<file path="config.mk">
export PLATFORM = sky130hd
export DESIGN_NAME = mc_controller
export DESIGN_NICKNAME = d
export VERILOG_FILES = /design/src/rtl/mc_pkg.sv /design/src/rtl/mc_decode.sv /design/src/rtl/mc_controller.sv
export SDC_FILE = /design/constraint.sdc
export NUM_CORES = 1
export LEC_CHECK = 0
export ABC_AREA = 1
export CAP_MARGIN = 20
export CORE_MARGIN = 3
export CORE_UTILIZATION = 35
export CTS_CLUSTER_DIAMETER = 120
export CTS_CLUSTER_SIZE = 40
export DETAILED_ROUTE_END_ITERATION = 12
export PLACE_DENSITY = 0.6
export SYNTH_ARGS = -nofsm -noshare
export SYNTH_HDL_FRONTEND = slang
export SYNTH_SLANG_ARGS = --single-unit
</file>
<file path="constraint.sdc">
create_clock -name clk -period 1.5 [get_ports clk]
set_input_delay 0.225 -clock clk [delete_from_list [all_inputs] [get_ports clk]]
set_output_delay 0.225 -clock clk [all_outputs]
set_load 0.02 [all_outputs]
</file>
<file path="src/rtl/mc_pkg.sv">
// Shared encodings for the multi-cycle controller:
// FSM states, opcodes, ALU ops, mux selects, instruction classes.
package mc_pkg;

    localparam logic [3:0] S_IDLE     = 4'd0;
    localparam logic [3:0] S_FETCH    = 4'd1;
    localparam logic [3:0] S_DECODE   = 4'd2;
    localparam logic [3:0] S_EXEC_R   = 4'd3;
    localparam logic [3:0] S_EXEC_I   = 4'd4;
    localparam logic [3:0] S_MEM_ADDR = 4'd5;
    localparam logic [3:0] S_MEM_RD   = 4'd6;
    localparam logic [3:0] S_MEM_WR   = 4'd7;
    localparam logic [3:0] S_WB_R     = 4'd8;
    localparam logic [3:0] S_WB_MEM   = 4'd9;
    localparam logic [3:0] S_BRANCH   = 4'd10;
    localparam logic [3:0] S_JUMP     = 4'd11;
    localparam logic [3:0] S_HALT     = 4'd12;

    localparam logic [3:0] OP_ADD  = 4'h0;
    localparam logic [3:0] OP_SUB  = 4'h1;
    localparam logic [3:0] OP_AND  = 4'h2;
    localparam logic [3:0] OP_OR   = 4'h3;
    localparam logic [3:0] OP_SLT  = 4'h4;
    localparam logic [3:0] OP_ADDI = 4'h5;
    localparam logic [3:0] OP_LW   = 4'h6;
    localparam logic [3:0] OP_SW   = 4'h7;
    localparam logic [3:0] OP_BEQ  = 4'h8;
    localparam logic [3:0] OP_JMP  = 4'h9;
    localparam logic [3:0] OP_HALT = 4'hF;

    localparam logic [2:0] ALU_ADD = 3'd0;
    localparam logic [2:0] ALU_SUB = 3'd1;
    localparam logic [2:0] ALU_AND = 3'd2;
    localparam logic [2:0] ALU_OR  = 3'd3;
    localparam logic [2:0] ALU_SLT = 3'd4;

    localparam logic [1:0] PC_ALU = 2'b00;
    localparam logic [1:0] PC_BR  = 2'b01;
    localparam logic [1:0] PC_JMP = 2'b10;

    localparam logic [1:0] SRCB_REG = 2'b00;
    localparam logic [1:0] SRCB_ONE = 2'b01;
    localparam logic [1:0] SRCB_IMM = 2'b10;
    localparam logic [1:0] SRCB_OFS = 2'b11;

    typedef enum logic [2:0] {
        CLS_R,
        CLS_I,
        CLS_LW,
        CLS_SW,
        CLS_BEQ,
        CLS_JMP,
        CLS_HALT
    } cls_t;

endpackage

</file>
<file path="src/rtl/mc_decode.sv">
// Opcode decoder: instruction class, ALU op, illegal flag.
// Ports: opcode in; cls, alu_op, illegal out (combinational).
module mc_decode
    import mc_pkg::*;
(
    input  logic [3:0] opcode,
    output cls_t       cls,
    output logic [2:0] alu_op,
    output logic       illegal
);

    always_comb begin
        cls     = CLS_HALT;
        alu_op  = ALU_ADD;
        illegal = 1'b0;
        case (opcode)
            OP_ADD:  begin cls = CLS_R; alu_op = ALU_ADD; end
            OP_SUB:  begin cls = CLS_R; alu_op = ALU_SUB; end
            OP_AND:  begin cls = CLS_R; alu_op = ALU_AND; end
            OP_OR:   begin cls = CLS_R; alu_op = ALU_OR;  end
            OP_SLT:  begin cls = CLS_R; alu_op = ALU_SLT; end
            OP_ADDI: cls = CLS_I;
            OP_LW:   cls = CLS_LW;
            OP_SW:   cls = CLS_SW;
            OP_BEQ:  cls = CLS_BEQ;
            OP_JMP:  cls = CLS_JMP;
            OP_HALT: cls = CLS_HALT;
            default: illegal = 1'b1;
        endcase
    end

endmodule

</file>
<file path="src/rtl/mc_controller.sv">
// Multi-cycle processor control FSM with retired-instruction counter.
// Ports: clk, rst, run, opcode, alu_zero, mem_ready in; datapath controls, busy/halted/illegal/instr_count out.
module mc_controller
    import mc_pkg::*;
#(
    parameter int CNT_W = 16
) (
    input  logic             clk,
    input  logic             rst,
    input  logic             run,
    input  logic [3:0]       opcode,
    input  logic             alu_zero,
    input  logic             mem_ready,
    output logic             pc_write,
    output logic             ir_write,
    output logic             iord,
    output logic             mem_read,
    output logic             mem_write,
    output logic             reg_write,
    output logic             reg_dst,
    output logic             mem_to_reg,
    output logic             alu_src_a,
    output logic [1:0]       alu_src_b,
    output logic [2:0]       alu_op,
    output logic [1:0]       pc_src,
    output logic             busy,
    output logic             halted,
    output logic             illegal,
    output logic [CNT_W-1:0] instr_count
);

    logic [3:0] state;
    logic [3:0] state_nx;
    cls_t       cls_q;
    logic [2:0] aop_q;
    logic       ill_q;
    cls_t       dec_cls;
    logic [2:0] dec_aop;
    logic       dec_ill;
    logic       retire;

    mc_decode u_dec (
        .opcode  (opcode),
        .cls     (dec_cls),
        .alu_op  (dec_aop),
        .illegal (dec_ill)
    );

    // Last cycle of every instruction; MEM_WR only once the write lands.
    assign retire = (state == S_WB_R) || (state == S_WB_MEM) ||
                    (state == S_BRANCH) || (state == S_JUMP) ||
                    ((state == S_MEM_WR) && mem_ready);

    always_comb begin
        state_nx = state;
        case (state)
            S_IDLE:     if (run) state_nx = S_FETCH;
            S_FETCH:    if (mem_ready) state_nx = S_DECODE;
            S_DECODE: begin
                if (dec_ill) state_nx = S_HALT;
                else begin
                    case (dec_cls)
                        CLS_R:   state_nx = S_EXEC_R;
                        CLS_I:   state_nx = S_EXEC_I;
                        CLS_LW,
                        CLS_SW:  state_nx = S_MEM_ADDR;
                        CLS_BEQ: state_nx = S_BRANCH;
                        CLS_JMP: state_nx = S_JUMP;
                        default: state_nx = S_HALT;
                    endcase
                end
            end
            S_EXEC_R:   state_nx = S_WB_R;
            S_EXEC_I:   state_nx = S_WB_R;
            S_MEM_ADDR: state_nx = (cls_q == CLS_LW) ? S_MEM_RD : S_MEM_WR;
            S_MEM_RD:   if (mem_ready) state_nx = S_WB_MEM;
            S_HALT:     state_nx = S_HALT;
            default:    state_nx = state;
        endcase
        if (retire) state_nx = run ? S_FETCH : S_IDLE;
    end

    always_ff @(posedge clk) begin
        if (rst) begin
            state       <= S_IDLE;
            cls_q       <= CLS_HALT;
            aop_q       <= ALU_ADD;
            ill_q       <= 1'b0;
            instr_count <= '0;
        end else begin
            state <= state_nx;
            // Latch the decode so later states depend only on registered state.
            if (state == S_DECODE) begin
                cls_q <= dec_cls;
                aop_q <= dec_aop;
                if (dec_ill) ill_q <= 1'b1;
            end
            if (retire) instr_count <= instr_count + CNT_W'(1);
        end
    end

    always_comb begin
        pc_write   = 1'b0;
        ir_write   = 1'b0;
        iord       = 1'b0;
        mem_read   = 1'b0;
        mem_write  = 1'b0;
        reg_write  = 1'b0;
        reg_dst    = 1'b0;
        mem_to_reg = 1'b0;
        alu_src_a  = 1'b0;
        alu_src_b  = SRCB_REG;
        alu_op     = ALU_ADD;
        pc_src     = PC_ALU;
        case (state)
            S_FETCH: begin
                mem_read  = 1'b1;
                alu_src_b = SRCB_ONE;
                ir_write  = mem_ready;
                pc_write  = mem_ready;
            end
            S_DECODE:   alu_src_b = SRCB_OFS;
            S_EXEC_R: begin
                alu_src_a = 1'b1;
                alu_op    = aop_q;
            end
            S_EXEC_I,
            S_MEM_ADDR: begin
                alu_src_a = 1'b1;
                alu_src_b = SRCB_IMM;
            end
            S_WB_R: begin
                reg_write = 1'b1;
                reg_dst   = (cls_q == CLS_R);
            end
            S_MEM_RD: begin
                mem_read = 1'b1;
                iord     = 1'b1;
            end
            S_WB_MEM: begin
                reg_write  = 1'b1;
                mem_to_reg = 1'b1;
            end
            S_MEM_WR: begin
                mem_write = 1'b1;
                iord      = 1'b1;
            end
            S_BRANCH: begin
                alu_src_a = 1'b1;
                alu_op    = ALU_SUB;
                pc_src    = PC_BR;
                pc_write  = alu_zero;
            end
            S_JUMP: begin
                pc_write = 1'b1;
                pc_src   = PC_JMP;
            end
            default: ;
        endcase
    end

    assign halted  = (state == S_HALT);
    assign busy    = (state != S_IDLE) && (state != S_HALT);
    assign illegal = ill_q;

endmodule

</file>
==> impl_metrics.env, run 1 <==
export IMPL_yosys_top_cells_count="nand2_1, nor2_1, inv_1"
export IMPL_report_final_setup_viol=0
export IMPL_p_leak_nw=1.23
export IMPL_cp_data_required_time_ns=1.27
export IMPL_final_util=0.606
export IMPL_critPathLaunchType="flop"
export IMPL_syn_num_nets=298
export IMPL_yosys_warnings=0
export IMPL_cts_root_buf="clkbuf_8"
export IMPL_core_um2=4560
export IMPL_antenna_found_initial=0
export IMPL_synthArstFlopShare=0
export IMPL_fin_crit_sh=0.999
export IMPL_die_area_um2=5810
export IMPL_reg2reg_from="state[2]"
export IMPL_cts_hold_buf=0
export IMPL_antenna_cells=0
export IMPL_clock_path_buffers=2
export IMPL_gr_usage_all_layers=0.192
export IMPL_multi_input_area_um2=1190
export IMPL_start_util=0.378
export IMPL_post_dp_hpwl_um=3930
export IMPL_synth_edff_count=0
export IMPL_clkTransAtPathRegs_ns=0.11
export IMPL_die_w_um=76.2
export IMPL_synth_area_top_cells="dfxtp_1, nand2_1, nor2_1, a21oi_1, inv_1"
export IMPL_num_vias=2129
export IMPL_rows=24
export IMPL_area_growth_pct=60.3
export IMPL_yosysTopAreaCell="dfxtp_1"
export IMPL_power_switching_w=0.000685
export IMPL_hold_viol_final=0
export IMPL_seqCellArea_um2=559
export IMPL_synthFlopType="dfxtp_1"
export IMPL_cts_buffers=3
export IMPL_skew_ns=0.0109
export IMPL_tritoncts="yes"
export IMPL_ys_seq_elements=27
export IMPL_crit_start="state[0]"
export IMPL_syn_avg_cell_area_um2=6.00
export IMPL_powerDensity_nw_per_um2=701
export IMPL_grt_max_degree=16
export IMPL_syn_area_um2=1730
export IMPL_critPathKind="reg2out"
export IMPL_pwr_share_comb=0.365
export IMPL_drv_slew=0
export IMPL_yosysSeqAreaShare=0.313
export IMPL_critPathArrivalTime_ns=1.27
export IMPL_pre_cts_ws_ns=-0.273
export IMPL_yosys_cell_count_top_type="nand2_1"
export IMPL_p_int_w=0.00125
export IMPL_ant_nets=0
export IMPL_slew_headroom=0.821
export IMPL_io_buffer_count=43
export IMPL_yosys_cell_types_count=27
export IMPL_drtIter0Drc=130
export IMPL_ioPinCount=44
export IMPL_holdWs_ns=0.453
export IMPL_status="complete, no violations"
export IMPL_min_path_type="reg2reg"
export IMPL_fin_ws_ns=0.00204
export IMPL_tightest_slew_ns=0.267
export IMPL_clk_latency_ns=0.28
export IMPL_min_from="illegal"
export IMPL_first_pass_iters=4
export IMPL_path_max_fanout=6
export IMPL_drive_above_1_share=0.321
export IMPL_max_cap_violations=0
export IMPL_cp_end_kind="output port"
export IMPL_final_area_um2=2770
export IMPL_grt_pass1_vias=2043
export IMPL_synth_cells=288
export IMPL_rsz0062_at_grt="yes"
export IMPL_vias_per_cell=4.82
export IMPL_wirelength_um=5510
export IMPL_clockPowerShare=0.226
export IMPL_die_h_um=76.2
export IMPL_p_seq_frac=0.409
export IMPL_fmax_mhz=668
export IMPL_gp_congestion=0.805
export IMPL_finalNetCount=388
export IMPL_swShare=0.353
export IMPL_grt_ovfl_total=0
export IMPL_fillers=457
export IMPL_finalCriticalPeriod_ns=1.50
export IMPL_cts_max_level=1
export IMPL_grt_first_pass_wirelength_um=9470
export IMPL_ir_worst_vdd_uv=445
export IMPL_avgRoutedWirePerCell_um=12.5
export IMPL_drc=0
export IMPL_clkSinkCount=27
export IMPL_place_area_um2=2520
export IMPL_yosys_area_top_type_share=0.313
[timing repair]
item / 4_1_cts / 5_1_grt
setup endpoints to repair: 50 / 36
pin swaps: 3 / 14
buffers inserted: 2 / 2
cloned: 2 / 0
gates resized for setup: 123 / 52
[critical path, cell delays in order (launching register included)]
cell and delay, ns:
dfxtp_4 0.40, inv_4 0.07, nand2_4 0.06, nor2_4 0.16, a21oi_2 0.05, nor2_1 0.10
buf_4 0.14
[registers in the layout (all words and copies together), names as in the netlist]
register	count
instr_count	16
state	4
aop_q	3
cls_q	3
illegal	1
[power by group through the flow]
stage	Clock [W]	Combinational, W	Sequential [W]
global route	0.000470	0.000774	0.000798
floorplan	0	0.000321	0.000782
finish	0.000438	0.000708	0.000793
CTS	0.000448	0.000627	0.000781
global placement	0	0.000619	0.000786
detailed placement	0	0.000620	0.000788
[metal layers]
layer / track usage / wire length (um) / up-vias
li1: - / - / 1113
met1: 0.287 / 2790 / 973
met2: 0.293 / 2490 / 39
met3: 0.0307 / 197 / 4
met4: 0.0308 / 33 / 0
met5: 0 / 0 / -
[cell type report]
class | count | share of cell area
multi-input cells | 219 | 0.430
repair buffers | 90 | 0.264
flip-flops and latches | 27 | 0.202
inverters | 36 | 0.0552
well taps | 65 | 0.0294
clock buffers | 3 | 0.0149
repair inverters | 1 | 0.00226
clock inverters | 1 | 0.00181
[stage by stage]
stage               power (W)  setup TNS [ns]  cells
finish                0.00194               0    442
global route          0.00204           -1.52    442
CTS                   0.00186          -0.234    440
detailed placement    0.00141           -4.01    432
global placement      0.00140           -3.60    432
floorplan             0.00110               0    288
[logic make-up (layout without fill, tap and decap cells)]
group | after synthesis | count (layout) | share of synthesized area
AND/OR/NAND/NOR | 168 | 169 | 0.416
AO/OA/AOI/OAI | 46 | 46 | 0.141
flip-flops | 27 | 27 | 0.313
buffers and inverters | 43 | 131 | 0.108
XOR/XNOR | 3 | 3 | 0.0152
adder cells (fa/ha/maj) | 1 | 1 | 0.00725
[layout by cell type, fill, tap and decap left out, types with 2 or more instances in the layout]
master            n
a21oi_1          22
nor3_1            3
nor3_2            2
nand2_8           3
a21oi_2           4
nor2_2            6
clkbuf_8          3
dfxtp_2           3
dlygate4sd2_1    15
nand4_1           6
xnor2_1           2
nand2_2           8
nand3_1          20
o21ai_1           3
inv_2             2
o21ai_0          11
a211oi_1          2
inv_1            30
nand2_1          72
nor2_4            9
buf_4            55
dfxtp_1          20
buf_2             4
nand2_4           4
inv_4             3
nor2_1           34
clkdlybuf4s50_1  10
dfxtp_4           4
buf_6             6
[final timing paths]
kind         slack (ns)         endpoint  depth (start not counted)
max               0.002        alu_op[0]                          6
min                0.45          illegal                          2
max reg2reg        0.01  instr_count[10]                         12
min reg2reg        0.45          illegal                          2
Power figures use the tool's default switching activity.
==> run 2: changes to the inputs <==
- ABC_CLOCK_PERIOD_IN_PS: default -> 1900
- PLACE_DENSITY: 0.6 -> 0.57
- clock period: 1.5 -> 1.9 ns (I/O delays scaled with it)
==> impl_metrics.env, run 2 (synthesized netlist as in run 1, its figures left out) <==
export IMPL_cts_max_level=1
export IMPL_largestRegisters="instr_count x16, state x4"
export IMPL_status="complete, no violations"
export IMPL_min_path_type="reg2reg"
export IMPL_grt_ovfl_total=0
export IMPL_clock_path_buffers=2
export IMPL_max_cap_violations=0
export IMPL_wirelength_um=5020
export IMPL_powerDensity_nw_per_um2=584
export IMPL_tightest_slew_ns=0.413
export IMPL_crit_start="state[1]"
export IMPL_grt_pass1_vias=1818
export IMPL_pre_cts_ws_ns=0.0346
export IMPL_finalCriticalPeriod_ns=1.80
export IMPL_clockPowerShare=0.255
export IMPL_finalNetCount=354
export IMPL_first_pass_iters=4
export IMPL_die_area_um2=5810
export IMPL_antenna_cells=0
export IMPL_antenna_found_initial=0
export IMPL_path_max_fanout=6
export IMPL_start_util=0.378
export IMPL_post_cts_buffers=0
export IMPL_die_w_um=76.2
export IMPL_clkSinkCount=27
export IMPL_critPathKind="reg2out"
export IMPL_rows=24
export IMPL_grt_first_pass_wirelength_um=8500
export IMPL_largest_register_ffs=16
export IMPL_cts_buffers=3
export IMPL_p_int_w=0.000907
export IMPL_cp_end_kind="output port"
export IMPL_cts_hold_buf=0
export IMPL_skew_ns=0.0144
export IMPL_cp_data_required_time_ns=1.62
export IMPL_top_register="instr_count"
export IMPL_p_seq_frac=0.447
export IMPL_fin_ws_ns=0.0986
export IMPL_gp_congestion=0.848
export IMPL_fillers=510
export IMPL_ant_nets=0
export IMPL_tritoncts="yes"
export IMPL_post_dp_hpwl_um=3790
export IMPL_critPathArrivalTime_ns=1.52
export IMPL_ioPinCount=44
export IMPL_fin_crit_sh=0.948
export IMPL_area_growth_pct=37.0
export IMPL_die_h_um=76.2
export IMPL_drive_above_1_share=0.114
export IMPL_hold_viol_final=0
export IMPL_critPathLaunchType="flop"
export IMPL_power_switching_w=0.000473
export IMPL_ir_worst_vdd_uv=519
export IMPL_clkTransAtPathRegs_ns=0.11
export IMPL_clk_latency_ns=0.28
export IMPL_ff2ff_path_depth=9
export IMPL_cts_resized=23
export IMPL_pwr_share_comb=0.298
export IMPL_report_final_setup_viol=0
export IMPL_vias_per_cell=4.78
export IMPL_rsz0062_at_grt="no"
export IMPL_final_common_cell="nand2_1"
export IMPL_slew_headroom=0.721
export IMPL_cts_root_buf="clkbuf_8"
export IMPL_p_leak_nw=0.982
export IMPL_drc=0
export IMPL_core_um2=4560
export IMPL_r2r_end="instr_count[0]"
export IMPL_reg2reg_from="state[3]"
export IMPL_gr_usage_all_layers=0.173
export IMPL_rrSetupSlack_ns=0.29
export IMPL_drv_slew=0
export IMPL_grt_max_degree=22
export IMPL_avgRoutedWirePerCell_um=12.3
export IMPL_setup_tns_ns=0
export IMPL_io_buffer_count=43
export IMPL_crit_path_end="busy"
export IMPL_drtIter0Drc=113
export IMPL_num_vias=1952
export IMPL_fmax_mhz=555
export IMPL_layout_common_cells="nand2_1, nor2_1, inv_1"
export IMPL_swShare=0.343
-- run 2: how the worst min path moves through the flow --
stage,end,slack (ns),cells past startpoint,start
detailed placement,illegal,0.44,2,illegal
global route,illegal,0.50,2,illegal
floorplan,cls_q[2],0.43,2,opcode[3]
CTS,illegal,0.46,2,illegal
finish,illegal,0.46,2,illegal
global placement,illegal,0.44,2,illegal
-- run 2: per-layer routing --
layer  global-route usage  part of all wire  up-vias
met1                0.244              0.53      891
met4               0.0163            0.0024        0
met2                0.284              0.43       32
li1                     -                 -     1027
met3               0.0331             0.034        2
met5                    0                 0        -
-- run 2: stage by stage --
| stage | util | cells | power [W] | hold slack (ns) | instance area, um^2 |
|---|---|---|---|---|---|
| final | 0.518 | 408 | 0.00138 | 0.463 | 2360 |
| after CTS | 0.515 | 408 | 0.00138 | 0.465 | 2350 |
| after floorplan | - | 288 | 0.000870 | 0.433 | 1730 |
| after detailed placement | 0.507 | 404 | 0.00105 | 0.445 | 2310 |
| after global routing | 0.518 | 408 | 0.00146 | 0.502 | 2360 |
| after global placement | 0.507 | 404 | 0.00105 | 0.438 | 2310 |
-- run 2: power groups by stage --
stage	Sequential (W)	Clock [W]	Combinational (W)
after detailed placement	0.000623	0	0.000430
after global routing	0.000621	0.000384	0.000458
final	0.000617	0.000352	0.000411
after global placement	0.000621	0	0.000430
after floorplan	0.000618	0	0.000253
after CTS	0.000610	0.000370	0.000404
-- run 2: layout make-up --
class	instances	area (um^2)	area share
Sequential cell	27	548	0.232
Tap cell	65	81.3	0.0344
Clock inverter	1	8.76	0.00370
Clock buffer	3	41.3	0.0175
Timing Repair Buffer	58	536	0.226
Multi-Input combinational cell	218	1010	0.428
Inverter	36	138	0.0582
-- run 2: worst max-delay path: stages, from the launching register on --
cell	delay (ns)
dfxtp_2	0.36
buf_4	0.15
nor2_4	0.12
nand2_1	0.10
nor2_2	0.15
a21oi_1	0.06
dlygate4sd2_1	0.32
==> patch 1, RTL diff (flow settings as in run 1) <==
`CNT_W`: 16 -> 18.
--- a/src/rtl/mc_controller.sv
+++ b/src/rtl/mc_controller.sv
@@ -4,5 +4,5 @@
     import mc_pkg::*;
 #(
-    parameter int CNT_W = 16
+    parameter int CNT_W = 18
 ) (
     input  logic             clk,
Ports: changed (resized instr_count); port bits go from 44 to 46. The function was not compared with the original's and may differ.
==> patch 1 against run 1 <==
The run now ends with negative setup slack left; final cell count grew 2.5%; highest routed layer unchanged; sequential cell count up 2; final area up 5.1%; sequential share of layout area increased by 0.39 points; worst setup slack worse by 0.059 ns; synthesized area is 7.5% higher; count of clock-buffer cells in the layout rose by 4; routed wire length down 2.3%; critical path depth shrank 1.
Power is not compared: it rests on default switching activity, and its combinational part moved more than twofold at a synthesized area within 25%.
==> patch 1: results (changes against run 1) <==
** Run status
- Status: finished with violations (was finished clean).
- Failing checks :: negative setup slack

** Logic synthesis
- Distinct cell type count after synthesis :: 31 (was 27)
- Net count after synthesis :: 309 (was 298)
- Largest cells by area after synthesis :: dfxtp_1, nand2_1, nor2_1, inv_1, a21oi_1 (was dfxtp_1, nand2_1, nor2_1, a21oi_1, inv_1)
- Top cells by count, synth :: nand2_1, nor2_1, inv_1, dfxtp_1, a21oi_1 (unchanged)

** Die
- Die outline area :: 0.00621 mm^2 (was 0.00581 mm^2)

** Final layout
- The non-clock buffer instance count of the final layout was 86 (was 90).
- The relative area of clock buffers and inverters in the final design came to 2.97% (was 1.67%).
- Layout fillers :: 502 (was 457)
- The footprint of the multi-input gates came to 0.00124 mm^2 (was 0.00119 mm^2).
- Number of multi-input combinational cells :: 227 (was 219)
- The combined flip-flop and latch cell area came to 599 um^2 (was 559 um^2).
- The proportion of final cell area spent on non-clock buffers came to 25.4% (was 26.4%).
- Number of nets in the layout :: 396 (was 388)
- Share of cells above drive strength 1 :: 31.9% (was 32.1%)

** Placed design
- Final HPWL from detailed placement :: 4.13 mm (was 3.93 mm)
- The post-placement setup slack is -0.297 ns (was -0.273 ns).

** Setup path
- Startpoint of the most critical register-to-register path :: state[0]$_SDFFE_PP0P_ (was state[2]$_SDFFE_PP0P_)
- Critical path capture point :: halted (was alu_op[0])
- Register-to-Register Path Depth :: 11 (was 12)

** STA
- Final number of setup-violating endpoints :: 4 (was 0)
- Slew @ Worst Pin :: 0.279 ns (was 0.267 ns)
- Smallest setup slack after layout :: -0.0569 ns (was 0.00204 ns)

** Worst hold path
- The end point of the most critical hold path was aop_q[0]$_SDFFE_PP0P_ (was illegal$_SDFFE_PP0P_).

** Global routing
- The via count of the first global-routing pass was 1915 (was 2043).
- Aggregate global-route resource usage :: 17.4% (was 19.2%)
- The largest net degree at the start of global routing was 22 (was 16).
- Global-route wire length before repair :: 8.71 mm (was 9.47 mm)

** Detailed routing
- The wire length after detailed routing was 5.39 mm (was 5.51 mm).
- The number of vias in the routed layout was 2149 (was 2129).

** CTS
- The number of clock buffers inserted by TritonCTS is 5 (was 3).
-- patch 1: cell count changes in the layout (fill, tap and decap cells not counted), moves of 3 or more --
cell / before / now
dfxtp_2: 3 / 6
nand2_1: 72 / 84
a21oi_2: 4 / 7
nor2_4: 9 / 6
nand4_1: 6 / 3
a21oi_1: 22 / 19
nand2_2: 8 / 5
xor2_1: 1 / 4
nand3_1: 20 / 14
clkbuf_8: 3 / 6
buf_12: 0 / 3
buf_4: 55 / 44
-- patch 1: logic make-up after synthesis --
logic type               Yosys count  synth area share, %
AO/OA/AOI/OAI                     47                 14.1
XOR/XNOR                           6                 2.83
adder cells (fa/ha/maj)            1                0.674
buffers and inverters             43                 9.84
flip-flops                        29                 31.3
AND/OR/NAND/NOR                  173                 41.3
-- patch 1: per-stage QoR --
| step | setup TNS, ns | cells | util, % | total power [mW] | hold slack (ns) |
|---|---|---|---|---|---|
| global route | -1.43 | 453 | 59.2 | 3.48 | 0.501 |
| global placement | -3.60 | 444 | 55.0 | 2.49 | 0.456 |
| finish | -0.120 | 453 | 59.2 | 3.25 | 0.466 |
| detailed placement | -4.08 | 444 | 55.0 | 2.49 | 0.462 |
| CTS | -0.500 | 452 | 55.8 | 3.13 | 0.473 |
| floorplan | -0.0176 | 299 | - | 1.78 | 0.303 |
-- patch 1: per-layer routing --
layer,GRT usage [%],part of all wire [%]
met4,3.95,0.45
met5,0,0
met1,24.4,50
met2,27.3,46
met3,3.85,3.9
-- patch 1: what timing repair did --
action | in CTS | in global routing
endpoints found under the setup margin | 51 | 39
pin swaps | 0 | 7
buffers inserted | 1 | 2
gates resized for setup | 97 | 61
-- patch 1: critical path: stages, from the launching register on --
cell and delay (ns):
dfxtp_4 0.39, nor2_2 0.15, buf_4 0.15, nand2_1 0.07
inv_1 0.06, clkdlybuf4s15_2 0.25
==> patch 2, RTL diff (settings of run 1) <==
Without the edit above. Reset style: asynchronous (`rst`), changed in one clocked block.
--- a/src/rtl/mc_controller.sv
+++ b/src/rtl/mc_controller.sv
@@ -81,5 +81,5 @@
     end
 
-    always_ff @(posedge clk) begin
+    always_ff @(posedge clk or posedge rst) begin
         if (rst) begin
             state       <= S_IDLE;
Behaviour: differs if rst is asserted again (counterexample within 4 cycles, from zero or initial values and one cycle with rst high); with rst held inactive, the same outputs for 10 cycles.
==> patch 2 against run 1 <==
The run now ends with negative setup slack left; sequential cell count did not move; routed wire length fell by 10%; synthesized area rose by 3.7%; hold slack got worse by 0.17 ns; final area rose by 1.4%; worst setup slack got worse by 0.13 ns; critical path type unchanged.
Power is not compared: it rests on default switching activity, and its combinational part moved more than twofold at a synthesized area within 25%.
==> patch 2: results (changes against run 1) <==
** Logic synthesis
- Gate count after technology mapping :: 234 (was 288)
- Sequential share of the synthesized area :: 37.9% (was 31.3%)
- Main synth FF type :: dfrtp_1 (was dfxtp_1)
- Post-Synth Adder-Cell Area :: 0.699% (was 0.725%)
- The compound-gate portion of the synthesized area came to 8.46% (was 14.1%).
- The proportion of synthesized flip-flops having asynchronous set or reset was 100% (was 0%).
- Largest cells by area after synthesis: dfrtp_1, nand2_1, inv_1, nor2_1, nand3_1 (was dfxtp_1, nand2_1, nor2_1, a21oi_1, inv_1).
- Distinct cell type count after synthesis :: 37 (was 27)

** Run status
- Status :: finished with violations (was finished clean)
- The final reports fail on negative setup slack.

** Detailed routing
- Number of vias after detailed routing :: 1835 (was 2129)
- The detailed router's first-iteration violation count is 86 (was 130).
- The final routed wire length divided by cell count was 12.6 um (was 12.5 um).

** Global routing
- Via count of the first global-routing pass :: 1746 (was 2043)
- The largest net degree at the start of global routing is 28 (was 16).
- The overall track demand over capacity in global routing came to 16.6% (was 19.2%).

** Final layout
- The non-clock buffer instance count of the final layout was 94 (was 90).
- The proportion of final cell area spent on non-clock buffers came to 28.6% (was 26.4%).
- Clock buffers and inverters, area share :: 1.74% (was 1.67%)
- The count of multi-input combinational gates was 169 (was 219).
- Seq_cells :: 27 (unchanged)
- Layout Cells excl Fill :: 394 (was 442)
- Final cell utilization of the core :: 57.9% (was 60.6%)
- The fraction of area in multi-input gates is 37.6% (was 43.0%).
- The final-layout fill cell count was 460 (was 457).
- The inverter count was 33 (was 37).
- The fraction of layout cells with a size suffix above 1 is 39.4% (was 32.1%).

** Placed design
- Weighted congestion reported at the end of routability-driven placement :: 0.865 (was 0.805)
- The post-placement cell area came to 0.00254 mm^2 (was 0.00252 mm^2).
- The half-perimeter wire length after detailed placement came to 3.66 mm (was 3.93 mm).
- Number of instances in the placed design :: 376 (was 432)

** STA
- The least setup slack across all paths after layout is -0.132 ns (was 0.00204 ns).
- Final number of setup-violating endpoints :: 22 (was 0)
- The setup skew after layout came to 0.0114 ns (was 0.0109 ns).
- Total negative slack :: -1.40 ns (was 0 ns)

** Setup path
- Delay contributed by the slowest stage of the critical path :: 0.46 ns (was 0.40 ns)
- The biggest fanout along the worst timing path is 5 (was 6).
- The critical path arrival was 1.41 ns (was 1.27 ns).
- Register-to-register path setup slack :: -0.07 ns (was 0.01 ns)
- Startpoint of the most critical register-to-register path :: state[3]$_DFFE_PP0P_ (was state[2]$_SDFFE_PP0P_)
- R2r endpoint :: state[3]$_DFFE_PP0P_ (was instr_count[10]$_SDFFE_PP0P_)

** CTS
- The post-cts resize count is 135 (was 123).
patch 2: changes by cell type in the layout (fill, tap and decap cells not counted), moves of 3 or more:
cell	delta
xor2_1	+4
o21ai_0	-3
a21oi_2	-3
a21oi_1	-18
dfxtp_4	-4
nand2_1	-26
nor2_1	-16
dfxtp_1	-20
dfrtp_1	+20
dfxtp_2	-3
dfrtp_2	+5
buf_6	+4
nor3_1	+4
inv_1	-3
patch 2: worst max path at each step:
stage,from,endpoint,cells past startpoint
global route,state[1]$_DFFE_PP0P_,mem_to_reg,6
CTS,state[1]$_DFFE_PP0P_,pc_write,6
detailed placement,state[3]$_DFFE_PP0P_,alu_op[0],4
floorplan,state[2]$_DFFE_PP0P_,pc_write,5
finish,state[0]$_DFFE_PP0P_,reg_dst,5
global placement,state[3]$_DFFE_PP0P_,alu_op[0],4
patch 2: metal layers:
layer	part of all wire [%]	global-route usage, %
met5	0	0
met4	1.8	6.58
met3	3.0	2.32
met2	49	27.4
met1	46	22.0
